### src/rtl/pon_burst_scheduler.sv
// Round-robin upstream TDMA burst scheduler that loads and gates a PON burst generator.
// Define BURST_SCHED_STATS_EN to build the burst/beat statistics counters.
module pon_burst_scheduler #(
  parameter int NUM_ONU        = 4,
  parameter int LEN_W          = 16,
  parameter int TIMEOUT_CYCLES = 65535
) (
  input  logic                     tx_axis_usrclk,
  input  logic                     reset_in,
  input  logic [NUM_ONU-1:0]       req_valid,
  input  logic [NUM_ONU*LEN_W-1:0] req_len,
  output logic [NUM_ONU-1:0]       gnt,
  input  logic [31:0]              cfg_preamble_length,
  input  logic [15:0]              cfg_guard_cycles,
  output logic                     gen_enable,
  output logic [31:0]              gen_preamble_length,
  output logic [31:0]              gen_burst_length,
  output logic [31:0]              gen_burst_period,
  input  logic                     mon_tvalid,
  input  logic                     mon_tready,
  input  logic                     mon_tlast,
  output logic [3:0]               active_onu,
  output logic                     busy,
  output logic                     err_timeout,
  output logic                     err_zero_len,
  output logic [31:0]              burst_count,
  output logic [31:0]              beat_count
);

  localparam int CNT_W = $clog2(TIMEOUT_CYCLES + 1);
  localparam logic [CNT_W-1:0] RUN_LAST = CNT_W'(TIMEOUT_CYCLES - 1);

  typedef enum logic [2:0] {
    S_IDLE,
    S_ARB,
    S_LOAD,
    S_RUN,
    S_GUARD
  } state_t;

  state_t            state;
  state_t            state_nxt;
  logic [3:0]        rr_ptr;
  logic [CNT_W-1:0]  run_cnt;
  logic [15:0]       guard_cnt;
  logic [4:0]        pick;
  logic              win_found;
  logic [3:0]        win_idx;
  logic [LEN_W-1:0]  win_len;
  logic [LEN_W-1:0]  len_arr [16];
  logic              beat;
  logic              last_beat;

  // First requester at or after ptr (with wrap); returns {found, index}.
  function automatic logic [4:0] rr_pick(input logic [NUM_ONU-1:0] req,
                                         input logic [3:0]         ptr);
    logic [15:0] req16;
    logic [4:0]  sum;
    logic [4:0]  res;
    req16 = 16'(req);
    res   = '0;
    for (int j = NUM_ONU - 1; j >= 0; j--) begin
      sum = {1'b0, ptr} + 5'(j);
      if (sum >= 5'(NUM_ONU)) sum = sum - 5'(NUM_ONU);
      if (req16[sum[3:0]]) res = {1'b1, sum[3:0]};
    end
    return res;
  endfunction

  function automatic logic [3:0] rr_advance(input logic [3:0] idx);
    logic [4:0] nxt;
    nxt = {1'b0, idx} + 5'd1;
    if (nxt >= 5'(NUM_ONU)) nxt = '0;
    return nxt[3:0];
  endfunction

  // Period wraps modulo 2^32 by construction.
  function automatic logic [31:0] burst_period(input logic [31:0] pre,
                                               input logic [31:0] len,
                                               input logic [15:0] guard);
    return pre + len + 32'd1 + 32'(guard);
  endfunction

  for (genvar g = 0; g < 16; g++) begin : g_len
    if (g < NUM_ONU) begin : g_used
      assign len_arr[g] = req_len[g*LEN_W +: LEN_W];
    end else begin : g_pad
      assign len_arr[g] = '0;
    end
  end

  assign pick      = rr_pick(req_valid, rr_ptr);
  assign win_found = pick[4];
  assign win_idx   = pick[3:0];
  assign win_len   = len_arr[win_idx];
  assign beat      = mon_tvalid & mon_tready;
  assign last_beat = beat & mon_tlast;

  always_ff @(posedge tx_axis_usrclk) begin
    if (reset_in) state <= S_IDLE;
    else          state <= state_nxt;
  end

  always_comb begin
    state_nxt    = state;
    gnt          = '0;
    gen_enable   = 1'b0;
    err_timeout  = 1'b0;
    err_zero_len = 1'b0;
    busy         = (state != S_IDLE);
    case (state)
      S_IDLE: begin
        if (|req_valid) state_nxt = S_ARB;
      end
      S_ARB: begin
        if (!win_found) begin
          state_nxt = S_IDLE;
        end else begin
          gnt = NUM_ONU'(1) << win_idx;
          if (win_len == '0) begin
            err_zero_len = 1'b1;
            state_nxt    = S_IDLE;
          end else begin
            state_nxt = S_LOAD;
          end
        end
      end
      S_LOAD: begin
        state_nxt = S_RUN;
      end
      S_RUN: begin
        gen_enable = 1'b1;
        if (last_beat) begin
          state_nxt = S_GUARD;
        end else if (run_cnt == RUN_LAST) begin
          err_timeout = 1'b1;
          state_nxt   = S_GUARD;
        end
      end
      S_GUARD: begin
        // A guard of 0 or 1 both leave after a single cycle.
        if (guard_cnt <= 16'd1) state_nxt = (|req_valid) ? S_ARB : S_IDLE;
      end
      default: state_nxt = S_IDLE;
    endcase
  end

  // ARB -> LOAD boundary: burst configuration is captured once per grant.
  always_ff @(posedge tx_axis_usrclk) begin
    if (reset_in) begin
      rr_ptr              <= '0;
      active_onu          <= '0;
      gen_preamble_length <= '0;
      gen_burst_length    <= '0;
      gen_burst_period    <= '0;
      run_cnt             <= '0;
      guard_cnt           <= '0;
    end else begin
      if (state == S_ARB && win_found) begin
        active_onu          <= win_idx;
        rr_ptr              <= rr_advance(win_idx);
        gen_preamble_length <= cfg_preamble_length;
        gen_burst_length    <= 32'(win_len);
        gen_burst_period    <= burst_period(cfg_preamble_length, 32'(win_len),
                                            cfg_guard_cycles);
      end
      run_cnt <= (state == S_RUN) ? run_cnt + CNT_W'(1) : '0;
      if (state == S_RUN && state_nxt == S_GUARD) begin
        guard_cnt <= cfg_guard_cycles;
      end else if (state == S_GUARD && guard_cnt != '0) begin
        guard_cnt <= guard_cnt - 16'd1;
      end
    end
  end

`ifdef BURST_SCHED_STATS_EN
  always_ff @(posedge tx_axis_usrclk) begin
    if (reset_in) begin
      burst_count <= '0;
      beat_count  <= '0;
    end else if (state == S_RUN) begin
      if (beat)      beat_count  <= beat_count + 32'd1;
      if (last_beat) burst_count <= burst_count + 32'd1;
    end
  end
`else
  assign burst_count = '0;
  assign beat_count  = '0;
`endif

endmodule

### config.mk
export PLATFORM = sky130hd
export DESIGN_NAME = pon_burst_scheduler
export DESIGN_NICKNAME = d
export VERILOG_FILES = /design/src/rtl/pon_burst_scheduler.sv
export SDC_FILE = /design/constraint.sdc
export NUM_CORES = 1
export LEC_CHECK = 0
export ABC_AREA = 1
export BUFFER_PORTS_ARGS = -buffer_cell sky130_fd_sc_hd__buf_2
export CORE_MARGIN = 4
export CORE_UTILIZATION = 51
export DETAILED_ROUTE_END_ITERATION = 12
export PLACE_DENSITY_LB_ADDON = 0.1
export REMOVE_ABC_BUFFERS = 1
export SYNTH_ARGS = -nofsm -noshare
export SYNTH_HDL_FRONTEND = slang
export SYNTH_SLANG_ARGS = --single-unit
### constraint.sdc
create_clock -name tx_axis_usrclk -period 6.5 [get_ports tx_axis_usrclk]
set_input_delay 1.3 -clock tx_axis_usrclk [delete_from_list [all_inputs] [get_ports tx_axis_usrclk]]
set_output_delay 1.3 -clock tx_axis_usrclk [all_outputs]
set_load 0.02 [all_outputs]
==> impl_metrics.py, run 1 <==
metrics = {
    "status": {
        "outcome": "finished clean",
    },
    "clocking": {
        "clock-sinks": 123,
        "clock_latency_ns": 0.41,
        "clk_pin_slew_ns": 0.06,
        "cts_tree": "built",
        "numCtsBuffers": 17,
        "post_cts_buffers": 0,
        "cts.path.max_buffers": 2,
        "h-tree-depth": 4,
        "clock-root-buffer": "clkbuf_16",
    },
    "synth": {
        "yosys_register_bits": 123,
        "synth.distinct_cells": 55,
        "synthArstFlopShare": 0,
        "yosysSeqAreaShare": 0.294,
        "synth_flop_cell": "dfxtp_1",
        "ys_warn_count": 0,
        "synthCells": 1217,
        "synth-edff-count": 0,
        "syn_area_mm2": 0.00837,
        "synth_area_per_cell_um2": 6.88,
    },
    "power_and_ir_drop": {
        "irDropWorstVdd_mv": 0.425,
        "power_uw": 6540,
        "powerDensity_mw_per_mm2": 668,
        "p_leak_uw": 0.00505,
    },
    "global_route": {
        "grt_util_all_layers": 0.242,
        "grt_overflow": 0,
        "grt_max_degree": 101,
        "grt_pass1_vias": 7405,
        "antenna_found_initial": 2,
        "grt_pass1_wl_um": 36200,
    },
    "detailed_routing": {
        "drc": 0,
        "firstDrtPassIters": 4,
        "postRouteAntennaNets": 0,
        "vias": 7992,
        "drt_wl_total_um": 22500,
        "via_per_inst": 4.88,
        "routedWlPerCell_um": 13.7,
        "drt_iter0_drc": 355,
    },
    "floorplan": {
        "initial_core_util": 0.523,
        "num_io_pins": 293,
        "dieArea_mm2": 0.0185,
        "die_w_um": 136,
        "coreArea_mm2": 0.0160,
        "die_h_um": 136,
        "num_rows": 46,
    },
    "placement": {
        "portBuffers": 212,
        "place_area_mm2": 0.00917,
        "routabilityCongestion": 0.880,
        "hpwl_um": 17200,
        "dpl.cell_count": 1603,
    },
    "hold_path": {
        "holdCritPathClass": "flip-flop to flip-flop",
        "hold_path_startpoint": "active_onu[3]",
    },
    "timing": {
        "max_slew_margin": 0.367,
        "max_freq_ghz": 0.173,
        "setup_viol": 0,
        "worst_pin_slew_ns": 0.949,
        "fin_tns_setup_ns": 0,
        "finalHoldViolCount": 0,
        "post-route-min-period_ns": 5.77,
        "fin_skew_ns": 0.00757,
        "period_share": 0.888,
        "maxSlewViolCount": 0,
        "rsz0062_at_grt": "no",
    },
    "setup_path": {
        "path_buf_inv": 4,
        "crit_start": "rr_ptr[1]",
        "reg2reg_from": "rr_ptr[1]",
        "path_max_fanout": 32,
        "cp.required_ns": 6.84,
        "crit_type": "flip-flop to flip-flop",
        "crit_path_top_delay_cell": "fa_1",
        "crit_family": "simple AND/OR/NAND/NOR gates",
        "crit_path_frequent_cell": "nand2_1",
        "cp-end-kind": "flip-flop",
        "cpPeakStageDelay_ns": 0.48,
        "arrival_ns": 6.11,
        "crit_path_start_kind": "flip-flop",
    },
    "flow_run": {
        "drv_cap": 0,
    },
    "cells_and_area": {
        "synthToLayoutAreaGrowth_pct": 16.9,
        "fin_area_mm2": 0.00978,
        "instances_no_fill": 1637,
        "drive_gt1_frac": 0.209,
        "nNetsFinal": 1577,
    },
}
==> path summary, 6_finish.rpt <==
path / end / slack (ns) / cells after the start
worst max register to register: gen_burst_period[30] / 0.73 / 34
worst min-delay path: active_onu[3] / 0.45 / 2
worst min register to register: active_onu[3] / 0.45 / 2
worst max-delay path: gen_burst_period[30] / 0.73 / 34
==> routing by layer <==
layer  vias up  global-route usage  part of all wire
li1       4131                   -                 -
met1      3628               0.313              0.44
met2       202               0.405              0.48
met3        31              0.0503             0.054
met4         0              0.0745             0.019
met5         -                   0                 0
==> Yosys cell counts (2+ instances only) <==
cell | number | share of area
a211oi_1 | 13 | 0.012
a21o_1 | 2 | 0.0018
a21oi_1 | 71 | 0.042
a21oi_2 | 2 | 0.0021
a221oi_1 | 3 | 0.0031
a31oi_1 | 17 | 0.013
buf_1 | 5 | 0.0022
buf_2 | 11 | 0.0066
buf_4 | 81 | 0.073
buf_6 | 8 | 0.011
clkbuf_1 | 20 | 0.0090
dfxtp_1 | 123 | 0.29
fa_1 | 16 | 0.038
ha_1 | 34 | 0.051
inv_1 | 119 | 0.053
inv_2 | 5 | 0.0022
nand2_1 | 296 | 0.13
nand2_2 | 18 | 0.013
nand3_1 | 58 | 0.035
nand3_2 | 6 | 0.0072
nand4_1 | 13 | 0.0097
nor2_1 | 133 | 0.060
nor2_2 | 4 | 0.0030
nor3_1 | 20 | 0.012
nor3b_1 | 3 | 0.0027
nor4_1 | 2 | 0.0015
o211ai_1 | 5 | 0.0045
o21a_1 | 3 | 0.0027
o21ai_0 | 69 | 0.041
o21bai_1 | 2 | 0.0018
xnor2_1 | 10 | 0.010
xor2_1 | 22 | 0.023
==> where the power goes <==
part	internal, uW	switching, uW	total, uW
registers	956	103	1060
clock network	602	357	959
logic	1560	2960	4520
==> worst min-delay path, cell delays in order (launching register included) <==
cell and delay [ns]:
dfxtp_1 0.31, nand2_1 0.06, nor2_1 0.04
==> stage by stage <==
| stage | setup slack (ns) | hold slack, ns | util |
|---|---|---|---|
| finish | 0.726 | 0.447 | 0.611 |
| global route | 0.127 | 0.474 | 0.611 |
| CTS | 0.578 | 0.445 | 0.611 |
| detailed placement | 0.555 | 0.436 | 0.573 |
| global placement | 0.615 | 0.430 | 0.573 |
| floorplan | 1.37 | 0.430 | - |
==> placed cells by master, fill, tap and decap left out, types with 5 or more instances in the layout <==
cell type    n
nor3_1      20
a31oi_1     17
ha_1        34
fa_1        16
buf_4        6
xnor2_1     10
xor2_1      22
nand2_1    295
buf_2      212
inv_1      119
nand3_2      6
conb_1      80
nand3_1     58
nand2_2     18
a211oi_1    13
dfxtp_1    123
nand4_1     13
nor2_1     133
o211ai_1     5
o21ai_0     69
a21oi_1     71
clkbuf_16   17
==> state kept, by name, summed over array words and instances, names as in the netlist <==
register             flops
guard_cnt               16
active_onu               4
state                    3
gen_preamble_length     32
gen_burst_period        32
rr_ptr                   4
gen_burst_length        16
run_cnt                 16
==> what timing repair did <==
| action | CTS | global route |
|---|---|---|
| hold buffers | 0 | 0 |
| setup endpoints to repair | 0 | 1 |
| resized for setup | 0 | 1 |
==> cell families after synthesis <==
kind of cell | Yosys count | share of synthesized area
AOI/OAI and AO/OA | 194 | 0.131
xor gates and xnor gates | 32 | 0.0335
and+or+nand+nor | 566 | 0.291
DFF | 123 | 0.294
adders and majority gates | 50 | 0.0891
other | 1 | 0.000448
buffers and inverters | 251 | 0.160
==> cell type report <==
class / instances / area (um^2)
inverter: 124 / 468
tap: 216 / 270
antenna: 2 / 5.00
clock buffer: 17 / 425
multi-input combinational: 922 / 4870
sequential: 123 / 2460
fill: 1608 / 6220
clock inverter: 15 / 175
timing repair buffer: 218 / 1110
Power figures use the tool's default switching activity.
==> run 2, diff against run 1 <==
CELL_PAD_IN_SITES_DETAIL_PLACEMENT = 0   (was default)
CELL_PAD_IN_SITES_GLOBAL_PLACEMENT = 1   (was default)
CORE_UTILIZATION = 35   (was 51)
==> run 2 against run 1 <==
Largest cell class unchanged. Critical path depth down 2. Register-to-register slack better by 0.07 ns. Clock power down 4.3%. Global-route usage down 5.2 points. Setup slack better by 0.070 ns. Combinational power up 2%. Via count down 0.70%. Worst hold slack worse by 0.0087 ns. Sequential power about the same. Clock skew up 0.0054 ns. Clock-buffer cell count up 1. Largest power group unchanged.
==> impl_metrics.py, run 2 (synthesis results as in run 1) <==
metrics = {
    "status": {
        "outcome": "finished clean",
    },
    "detailed_routing": {
        "via_per_inst": 4.55,
        "routedWlPerCell_um": 14.5,
        "firstDrtPassIters": 4,
        "postRouteAntennaNets": 0,
        "drc": 0,
        "drt_wl_total_um": 25300,
        "drt_iter0_drc": 370,
        "vias": 7936,
    },
    "global_route": {
        "grt_pass1_vias": 7647,
        "grt_overflow": 0,
        "grt_util_all_layers": 0.189,
        "antenna_found_initial": 4,
        "grt_max_degree": 60,
        "grt_pass1_wl_um": 40000,
    },
    "timing": {
        "post-route-min-period_ns": 5.70,
        "maxSlewViolCount": 0,
        "finalHoldViolCount": 0,
        "max_freq_ghz": 0.175,
        "worst_pin_slew_ns": 0.725,
        "fin_tns_setup_ns": 0,
        "setup_slack_ns": 0.796,
        "max_slew_margin": 0.517,
        "period_share": 0.877,
        "fin_skew_ns": 0.0130,
        "rsz0062_at_grt": "no",
        "setup_viol": 0,
    },
    "clocking": {
        "clk_pin_slew_ns": 0.07,
        "clock-sinks": 123,
        "clock-root-buffer": "clkbuf_16",
        "ctsResizeCount": 0,
        "holdBufCountCts": 0,
        "cts.path.max_buffers": 2,
        "numCtsBuffers": 17,
        "post_cts_buffers": 0,
        "clock_latency_ns": 0.42,
        "h-tree-depth": 4,
        "cts_tree": "built",
    },
    "power_and_ir_drop": {
        "irDropWorstVdd_mv": 0.257,
        "p_leak_uw": 0.00505,
        "powerDensity_mw_per_mm2": 668,
        "power_uw": 6610,
    },
    "setup_path": {
        "cp.required_ns": 6.85,
        "cp-end-kind": "flip-flop",
        "crit_path_top_delay_cell": "dfxtp_1",
        "crit_path_start_kind": "flip-flop",
        "arrival_ns": 6.05,
        "reg2reg_depth": 32,
        "crit_type": "flip-flop to flip-flop",
        "cpPeakStageDelay_ns": 0.54,
        "path_max_fanout": 26,
        "crit_path_frequent_cell": "nand2_1",
    },
    "cells_and_area": {
        "final_cell_mix": "295 x nand2_1, 212 x buf_2, 133 x nor2_1",
        "synthToLayoutAreaGrowth_pct": 18.3,
        "fin_area_mm2": 0.00990,
        "fill_cells": 2579,
        "largestRegisters": "gen_burst_period (32), gen_preamble_length (32)",
        "nNetsFinal": 1581,
        "final_common_cell": "nand2_1",
        "drive_gt1_frac": 0.210,
    },
    "placement": {
        "routabilityCongestion": 0.845,
        "place_area_mm2": 0.00933,
        "hpwl_um": 19500,
        "place_ws_ns": 0.753,
        "portBuffers": 212,
    },
    "floorplan": {
        "num_rows": 56,
        "coreArea_mm2": 0.0235,
        "num_io_pins": 293,
        "die_w_um": 163,
        "dieArea_mm2": 0.0264,
        "die_h_um": 163,
        "initial_core_util": 0.357,
    },
    "hold_path": {
        "holdPathStages": 2,
        "holdCritPathClass": "flip-flop to flip-flop",
    },
    "flow_run": {
        "drv_cap": 0,
    },
}
## run 2: cell count changes in the layout (fill, tap and decap cells not counted)
| cell | change |
|---|---|
| inv_6 | +3 |
| bufinv_16 | -2 |
| clkinv_2 | -3 |
| clkbuf_1 | +1 |
| nand2_2 | +1 |
| nand2_4 | -1 |
| inv_8 | +1 |
| buf_4 | +4 |
| diode_2 | -1 |
## run 2: cell type report
class	instances	area (um^2)	area share
multi-input combinational	922	4860	0.491
sequential	123	2460	0.249
timing repair buffer	222	1140	0.115
inverter	124	468	0.0473
clock buffer	18	429	0.0434
tap	319	399	0.0403
clock inverter	14	138	0.0139
antenna	1	2.50	0.000253
## run 2: path summary, 6_finish.rpt
| path | end | from | slack [ns] |
|---|---|---|---|
| worst max-delay path | gen_burst_period[30] | rr_ptr[1] | 0.80 |
| worst min-delay path | active_onu[3] | active_onu[3] | 0.44 |
| worst max register to register | gen_burst_period[30] | rr_ptr[1] | 0.80 |
| worst min register to register | active_onu[3] | active_onu[3] | 0.44 |
## run 2: metal layers
layer / global-route usage / wire length, um / vias to the layer above / part of all wire
met1: 0.233 / 11000 / 3581 / 0.44
met3: 0.0529 / 1380 / 28 / 0.054
met4: 0.0477 / 425 / 6 / 0.017
met5: 0 / 41 / - / 0.0016
met2: 0.329 / 12500 / 173 / 0.49
li1: - / - / 4148 / -
## run 2: per-stage QoR
step | util | cells | hold WS [ns]
after global routing | 0.422 | 1743 | 0.491
final | 0.422 | 1743 | 0.438
after detailed placement | 0.397 | 1710 | 0.433
after CTS | 0.422 | 1742 | 0.441
after global placement | 0.397 | 1710 | 0.431
after floorplan | - | 1169 | 0.430
## run 2: critical path: cells and delay by family, from the launching register on
family,cells,cell delay (ns)
flops,1,0.54
buf+inv,2,0.45
fa+ha+maj,4,1.25
simple gates,25,3.26
compound gates,1,0.14
## run 2: report_power, final
part | total, uW | leakage (uW) | internal (uW) | switching [uW]
Clock | 918 | 0.000266 | 534 | 385
Combinational | 4630 | 0.00378 | 1580 | 3050
Sequential | 1060 | 0.00101 | 956 | 105
==> run 3, diff against run 2 <==
BUFFER_PORTS_ARGS = default   (was -buffer_cell sky130_fd_sc_hd__buf_2)
CORE_UTILIZATION = 45   (was 35)
DONT_BUFFER_PORTS = 1   (was default)
==> run 3 against run 2 <==
Clock power up 10%. Via count is 10% lower. Maximum frequency shrank 1.1%. Setup slack lost 0.063 ns. Clock-buffer cell count did not move. Power is 4.1% lower. Global-route usage up 2.3 points. Sequential power rose by 27%. Core utilization up 6.1 points. Flip-flop and latch count unchanged. Sequential share of layout area increased by 3.2 points.
==> impl_metrics.py, run 3 (synthesis results as in run 1) <==
metrics = {
    "status": {
        "outcome": "finished clean",
    },
    "timing": {
        "setup_slack_ns": 0.733,
        "max_freq_ghz": 0.173,
        "worst_pin_slew_ns": 0.957,
        "max_slew_margin": 0.362,
        "post-route-min-period_ns": 5.77,
        "maxSlewViolCount": 0,
        "period_share": 0.887,
        "rsz0062_at_grt": "no",
        "fin_skew_ns": 0.00831,
        "setup_viol": 0,
        "fin_tns_setup_ns": 0,
        "finalHoldViolCount": 0,
    },
    "setup_path": {
        "r2r_end": "gen_burst_period[30]",
        "crit_type": "flip-flop to flip-flop",
        "crit_path_frequent_cell": "nand2_1",
        "reg2reg_depth": 32,
        "crit_path_top_delay_cell": "dfxtp_1",
        "path_max_fanout": 32,
        "cp-end-kind": "flip-flop",
        "cpPeakStageDelay_ns": 0.50,
        "crit_path_start_kind": "flip-flop",
        "cp.required_ns": 6.86,
        "reg2reg_slack_ns": 0.73,
        "cp-endpoint": "gen_burst_period[30]",
        "arrival_ns": 6.13,
        "reg2reg_from": "rr_ptr[0]",
        "crit_start": "rr_ptr[0]",
    },
    "detailed_routing": {
        "routedWlPerCell_um": 15.6,
        "drt_wl_total_um": 22500,
        "firstDrtPassIters": 5,
        "drc": 0,
        "vias": 7136,
        "drt_iter0_drc": 374,
        "postRouteAntennaNets": 0,
        "via_per_inst": 4.97,
    },
    "clocking": {
        "clk_pin_slew_ns": 0.06,
        "h-tree-depth": 4,
        "ctsResizeCount": 0,
        "clock-sinks": 123,
        "cts.path.max_buffers": 2,
        "cts_tree": "built",
        "holdBufCountCts": 0,
        "post_cts_buffers": 0,
        "numCtsBuffers": 17,
        "clock-root-buffer": "clkbuf_16",
        "clock_latency_ns": 0.43,
    },
    "floorplan": {
        "initial_core_util": 0.461,
        "num_rows": 49,
        "num_io_pins": 293,
        "die_w_um": 144,
        "coreArea_mm2": 0.0181,
        "dieArea_mm2": 0.0208,
        "die_h_um": 144,
    },
    "cells_and_area": {
        "final_util": 0.482,
        "antennaDiodeCount": 0,
        "largestRegisters": "gen_burst_period (32), gen_preamble_length (32)",
        "synthToLayoutAreaGrowth_pct": 4.62,
        "fin_area_mm2": 0.00875,
        "drive_gt1_frac": 0.0688,
        "nNetsFinal": 1364,
        "final_common_cell": "nand2_1",
        "final_cell_mix": "295 x nand2_1, 133 x nor2_1, 123 x dfxtp_1",
    },
    "global_route": {
        "grt_pass1_wl_um": 34900,
        "grt_util_all_layers": 0.213,
        "antenna_found_initial": 0,
        "grt_max_degree": 100,
        "grt_overflow": 0,
        "grt_pass1_vias": 6727,
    },
    "hold_path": {
        "holdCritPathClass": "flip-flop to flip-flop",
    },
    "power_and_ir_drop": {
        "powerDensity_mw_per_mm2": 724,
        "irDropWorstVdd_mv": 0.319,
        "p_leak_uw": 0.00412,
    },
    "placement": {
        "place_ws_ns": 0.554,
        "routabilityCongestion": 0.854,
        "portBuffers": 0,
        "place_area_mm2": 0.00812,
        "hpwl_um": 17100,
    },
    "flow_run": {
        "drv_cap": 0,
    },
}
==> run 3: cell types whose count changed in the layout (fill, tap and decap cells not counted), moves of 2 or more <==
cell	delta
clkinvlp_4	-2
inv_6	-3
buf_4	-5
buf_2	-212
bufinv_16	+3
clkinv_2	+2
==> run 3: stage by stage <==
step,hold WS [ns],instances,total power [uW]
2_1_floorplan,0.430,1169,4420
3_3_place_gp,0.444,1403,5400
3_5_place_dp,0.457,1403,5370
4_1_cts,0.467,1435,6420
5_1_grt,0.497,1435,7050
6_report,0.463,1435,6340
==> run 3: layout make-up <==
class | count | area (um^2)
Clock inverter | 14 | 194
Fill cell | 1920 | 9390
Timing Repair Buffer | 5 | 37.5
Clock buffer | 18 | 439
Multi-Input combinational cell | 922 | 4870
Inverter | 124 | 468
Tap cell | 229 | 287
Sequential cell | 123 | 2460
==> run 3: worst min-delay path by stage <==
stage               depth (start not counted)  startpoint          to
floorplan                                   1  run_cnt[0]  run_cnt[0]
global placement                            1  run_cnt[0]  run_cnt[0]
detailed placement                          1  run_cnt[0]  run_cnt[0]
CTS                                         1  run_cnt[0]  run_cnt[0]
global route                                2  run_cnt[6]  run_cnt[6]
finish                                      1  run_cnt[0]  run_cnt[0]
==> run 3: power breakdown <==
group          internal [uW]  switching [uW]  total (uW)  leakage [uW]
clock network            652             360        1010      0.000306
logic                   1390            2590        3980       0.00281
registers                957             393        1350       0.00101
total                   3000            3340        6340       0.00412
==> run 3: critical path, delay by kind of cell, from the launching register on <==
kind            cells  cell delay [ns]
buf+inv             4             0.45
flops               1             0.50
simple gates       23             3.34
compound gates      1             0.15
fa+ha+maj           4             1.26
==> run 3: routing by layer <==
layer,GRT usage,share of wire,vias to the layer above
li1,-,-,3699
met1,0.260,0.42,3223
met2,0.356,0.49,190
met3,0.0714,0.070,24
met4,0.0628,0.018,0
met5,0,0,-
